[config.mk]
export PLATFORM = sky130hd
export DESIGN_NAME = multi16_sched
export DESIGN_NICKNAME = d
export VERILOG_FILES = /design/src/rtl/multi16_sched.sv
export SDC_FILE = /design/constraint.sdc
export NUM_CORES = 1
export LEC_CHECK = 0
export CAP_MARGIN = 20
export CORE_MARGIN = 2
export CORE_UTILIZATION = 32
export DETAILED_ROUTE_END_ITERATION = 8
export PLACE_DENSITY = 0.76
export SKIP_LAST_GASP = 1
export SYNTH_ARGS = -nofsm -noshare
export SYNTH_HDL_FRONTEND = slang
export SYNTH_SLANG_ARGS = --single-unit
[constraint.sdc]
create_clock -name clk -period 1.6 [get_ports clk]
set_input_delay 0.32 -clock clk [delete_from_list [all_inputs] [get_ports clk]]
set_output_delay 0.32 -clock clk [all_outputs]
set_load 0.005 [all_outputs]
[src/rtl/multi16_sched.sv]
// Round-robin scheduler sharing one multi16 twiddle multiplier among four lanes.
// Define MULTI16_SCHED_FIXED_PRIO_EN for fixed priority (lane 0 highest, no pointer).
module multi16_sched #(
  parameter int A_W = 17,
  parameter int B_W = 8
) (
  input  logic                 clk,
  input  logic                 rst,
  input  logic [3:0]           req_valid,
  output logic [3:0]           req_ready,
  input  logic [4*A_W-1:0]     req_a,
  input  logic [4*B_W-1:0]     req_b,
  output logic [A_W-1:0]       mul_a,
  output logic [B_W-1:0]       mul_b,
  input  logic [A_W-1:0]       mul_p,
  output logic                 out_valid,
  input  logic                 out_ready,
  output logic [A_W-1:0]       out_data,
  output logic [1:0]           out_id
);

  logic           v1_r;
  logic [1:0]     id1_r;
  logic           s2_free_s;
  logic           s1_free_s;
  logic           gnt_any_s;
  logic [1:0]     gnt_id_s;
  logic [1:0]     start_s;
  logic           hs_s;
  logic [A_W-1:0] lane_a_s [4];
  logic [B_W-1:0] lane_b_s [4];

  assign s2_free_s = !out_valid || out_ready;
  assign s1_free_s = !v1_r || s2_free_s;
  assign hs_s      = |req_ready;

`ifdef MULTI16_SCHED_FIXED_PRIO_EN
  assign start_s = 2'd0;
`else
  logic [1:0] ptr_r;
  assign start_s = ptr_r;

  // Round-robin pointer: moves just past the lane that completed a handshake.
  always_ff @(posedge clk or posedge rst) begin
    if (rst) begin
      ptr_r <= 2'd0;
    end else if (hs_s) begin
      ptr_r <= gnt_id_s + 2'd1;
    end else begin
      ptr_r <= ptr_r;
    end
  end
`endif

  // Split the packed lane buses into per-lane operands.
  always_comb begin
    for (int i = 0; i < 4; i++) begin
      lane_a_s[i] = req_a[i*A_W +: A_W];
      lane_b_s[i] = req_b[i*B_W +: B_W];
    end
  end

  // Search from the start lane upward; scanning backwards lets the nearest valid lane win.
  always_comb begin
    logic [1:0] idx_s;
    idx_s     = 2'd0;
    gnt_any_s = 1'b0;
    gnt_id_s  = 2'd0;
    for (int k = 3; k >= 0; k--) begin
      idx_s     = start_s + 2'(k);
      gnt_any_s = req_valid[idx_s] ? 1'b1  : gnt_any_s;
      gnt_id_s  = req_valid[idx_s] ? idx_s : gnt_id_s;
    end
  end

  // Grant is gated by stage-1 space and forced off while reset is asserted.
  always_comb begin
    req_ready = 4'b0000;
    if (gnt_any_s && s1_free_s && !rst) begin
      req_ready[gnt_id_s] = 1'b1;
    end else begin
      req_ready = 4'b0000;
    end
  end

  // Stage 1: operand register; operands hold when not reloaded to avoid multiplier toggling.
  always_ff @(posedge clk or posedge rst) begin
    if (rst) begin
      v1_r  <= 1'b0;
      id1_r <= 2'd0;
      mul_a <= {A_W{1'b0}};
      mul_b <= {B_W{1'b0}};
    end else if (hs_s) begin
      v1_r  <= 1'b1;
      id1_r <= gnt_id_s;
      mul_a <= lane_a_s[gnt_id_s];
      mul_b <= lane_b_s[gnt_id_s];
    end else if (s2_free_s) begin
      v1_r  <= 1'b0;
    end else begin
      v1_r  <= v1_r;
    end
  end

  // Stage 2: result register capturing the multiplier product.
  always_ff @(posedge clk or posedge rst) begin
    if (rst) begin
      out_valid <= 1'b0;
      out_data  <= {A_W{1'b0}};
      out_id    <= 2'd0;
    end else if (v1_r && s2_free_s) begin
      out_valid <= 1'b1;
      out_data  <= mul_p;
      out_id    <= id1_r;
    end else if (out_ready) begin
      out_valid <= 1'b0;
    end else begin
      out_valid <= out_valid;
    end
  end

endmodule

==> results by group <==
STA
  • Endpoints failing setup: 32
  • Final Hold Fails: 0
  • Final cycle utilization of the critical path: 123%
  • Max Slew Vio Count: 0
  • Relative slew margins: between 70% and 80%
  • RSZ-0062 raised after global routing: true
  • Final Worst Setup Slack: -0.369 ns
  • Worst clock skew: between 0.003 and 0.004 ns
  • FMAX: between 500 and 600 MHz
  • Fin crit period: roughly 2 ns
  • Worst Tran Pin Value: around 0.35 ns

Placement
  • Place WS: -0.869 ns
  • Placed cell count: a little over 500
  • Number of I/O port buffers: 172
  • Gpl congestion: between 0.7 and 0.8
  • HPWL after DPL: around 6300 um

Final layout
  • Layout cell share with drive strength beyond 1: between 20 and 25%
  • Seq. cell area: around 1300 um2
  • Layout Cells excl Fill: 540
  • FILL cells: 610
  • Area delta synth->final: 95.4%
  • Antenna fix cells: 0
  • Layout Nets: about 560
  • Area of the multi-input gates: between 1000 and 1500 um2

CTS
  • Hold-fix buffers, CTS: 0
  • Max clock buf depth: 2
  • Reg clk slew, reported paths: approximately 0.09 ns
  • CTS Sinks: 50
  • CTS tree: done
  • CTS H-tree depth: 2
  • Insertion delay to the later sink of the worst-skew pair: ~0.30 ns
  • Root Buffer: clkbuf_8
  • CTS Buf Count: 5

Critical path
  • Worst-case reg-to-reg path depth: 8
  • Reg-to-reg endpoint: mul_b[7]
  • Reg-to-Reg Start: ptr_r[1]
  • Worst Setup End Kind: output port
  • Crit path kind: flop to output port
  • Reg2Reg Setup Slack: -0.31 ns
  • Crit path launch type: flop
  • Crit-path max FO: 8
  • Req. time, crit path: 1.28 ns
  • CP Data Arrival Time: ~1.7 ns

Synth
  • Syn_area_per_cell: 11.2 um2
  • Yosys warns: 0
  • Top-count cell post-synth: dfrtp_1
  • Post-Syn Area: between 2000 and 3000 um2
  • Post-synth EDFFs: 0
  • Leading area contributor after synthesis: dfrtp_1
  • Top-area cell type share of the netlist area: around 50%
  • Async SR Flop Fraction: 100%
  • Ranking of synthesized cells by area: dfrtp_1 (49%), mux2i_1 (9.8%), a221oi_1 (8.6%)
  • Synth Instances: 228
  • Number of distinct library cells after synthesis: 32
  • Yosys reg bits: 50
  • Sequential-to-total area share from yosys stat: around half
  • Most used flip-flop cell after synthesis: dfrtp_1
  • Synth cell count leaders: dfrtp_1 (50), nor2_1 (29), o22ai_1 (26)
  • Post-Syn Nets: approximately 350

Power
  • Clk pwr share: ~14%
  • Peak VDD IR: 0.430 mV
  • Internal Pwr Total: 0.00343 W
  • Pwr Density: between 900 and 1000 nW/um2
  • Leakage: 2.07 nW
  • Flop pwr share: a little over a third
  • Pwr Total: around 0.005 W
  • Gate power share: approximately half
  • Switching pwr: ~0.0015 W
  • Switching Share: between 30% and 40%

Job
  • Max_cap viols: 0

Routing
  • Initial DRC Count: 85
  • Residual DRC: 0
  • DRT Wirelength: between 9000 and 10000 um
  • Drt via density: slightly above 5
  • Detailed Routing Iterations Pass 1: 4
  • WL/cell: 17.0 um
  • Via count: 2730
  • Number of routed nets with antenna violations: 0

GRT
  • First-pass GRT wire length: ~14000 um
  • GRT Total Usage: about a fifth
  • Initial antenna violation count: 0
  • Vias in the first global route: between 2000 and 3000
  • Largest net degree at the start of global routing: 28
  • Global route overflow: 0

Floorplan
  • Die X: between 90 and 100 um
  • # IOs: between 150 and 200
  • Die ar.: around 8700 um2
  • Num rows: 32
  • Area of the core: 7730 um2
  • Initial Util: about a third
  • Die Ht: 93.3 um

Hold path
  • Hold Path Class: input port to asynchronous set/reset pin

Outcome
  • Outcome: finished with violations
  • Failing checks: setup timing
## what timing repair did
| item | CTS | global route |
|---|---|---|
| gates cloned | 2 | 0 |
| setup endpoints to repair | 33 | 32 |
| pin swaps | 9 | 5 |
| setup buffers | 13 | 6 |
| resized for setup | 40 | 23 |
## state kept, by name, indices dropped and copies added (netlist names)
signal / count
id1_r: 2
mul_a: 17
mul_b: 8
out_data: 17
out_id: 2
out_valid: 1
ptr_r: 2
v1_r: 1
## metal layers
layer	track usage [%]	routed length (um)	part of all wire [%]
met4	6.13	161	1.8
met3	5.08	635	6.9
met5	0	0	0
met1	23.5	3550	39
met2	36.3	4810	53
## placed cells by master (no fill, tap or decap), drive strengths merged, types with 2 or more instances in the layout
| cell type | instances |
|---|---|
| a21oi | 7 |
| a221oi | 25 |
| o21ai | 3 |
| buf | 52 |
| nand2b | 4 |
| clkinvlp | 2 |
| a21boi | 2 |
| and2 | 3 |
| inv | 3 |
| nor2 | 29 |
| o22ai | 26 |
| nand2 | 7 |
| dlygate4sd2 | 6 |
| mux2 | 20 |
| dfrtp | 50 |
| mux2i | 25 |
| clkdlybuf4s50 | 163 |
| clkbuf | 5 |
## worst max-delay path, cell delays in order (launching register included)
cell	delay (ns)
dfrtp_2	0.51
a21oi_4	0.09
o32ai_4	0.29
buf_4	0.16
nand2_2	0.05
nor2_1	0.12
buf_2	0.14
## cell families after synthesis
kind of cell | Yosys count | share of synthesized area, %
AO/OA/AOI/OAI | 66 | 19.2
flip-flops | 50 | 49.0
AND/OR/NAND/NOR | 46 | 7.89
multiplexers | 45 | 18.8
buffers and inverters | 21 | 5.19
## power groups by stage
stage / Clock [W] / Combinational, W / Sequential [W]
2_1_floorplan: 0 / 0.000855 / 0.00177
3_3_place_gp: 0 / 0.00200 / 0.00175
3_5_place_dp: 0 / 0.00203 / 0.00176
4_1_cts: 0.000746 / 0.00235 / 0.00175
5_1_grt: 0.000802 / 0.00266 / 0.00180
6_report: 0.000721 / 0.00249 / 0.00175
## worst max-delay path by stage
stage / startpoint / slack, ns / end
floorplan: ptr_r[1] / -0.10 / req_ready[1]
global placement: req_valid[1] / -0.77 / req_ready[1]
detailed placement: req_valid[1] / -0.87 / req_ready[1]
CTS: ptr_r[1] / -0.32 / req_ready[1]
global route: ptr_r[1] / -0.46 / req_ready[0]
finish: ptr_r[1] / -0.37 / req_ready[0]
## per-stage QoR
stage | hold WS (ns) | cell area [um2] | TNS, ns | util (%)
final | 0.410 | 4990 | -7.18 | 64.6
after global routing | 0.456 | 4990 | -9.50 | 64.6
after CTS | 0.417 | 4860 | -6.47 | 62.9
after detailed placement | 0.471 | 4530 | -21.43 | 58.7
after global placement | 0.462 | 4530 | -18.80 | 58.7
after floorplan | 0.442 | 2550 | -0.130 | -
## layout make-up
class                      instances  share of cell area [%]
tap                              102                    2.56
multi-input combinational        157                    26.2
sequential                        50                    25.1
clock inverter                     2                   0.301
inverter                           3                   0.226
timing repair buffer             221                    44.2
clock buffer                       5                    1.38
Note: power is estimated with default switching activity, not from simulation.
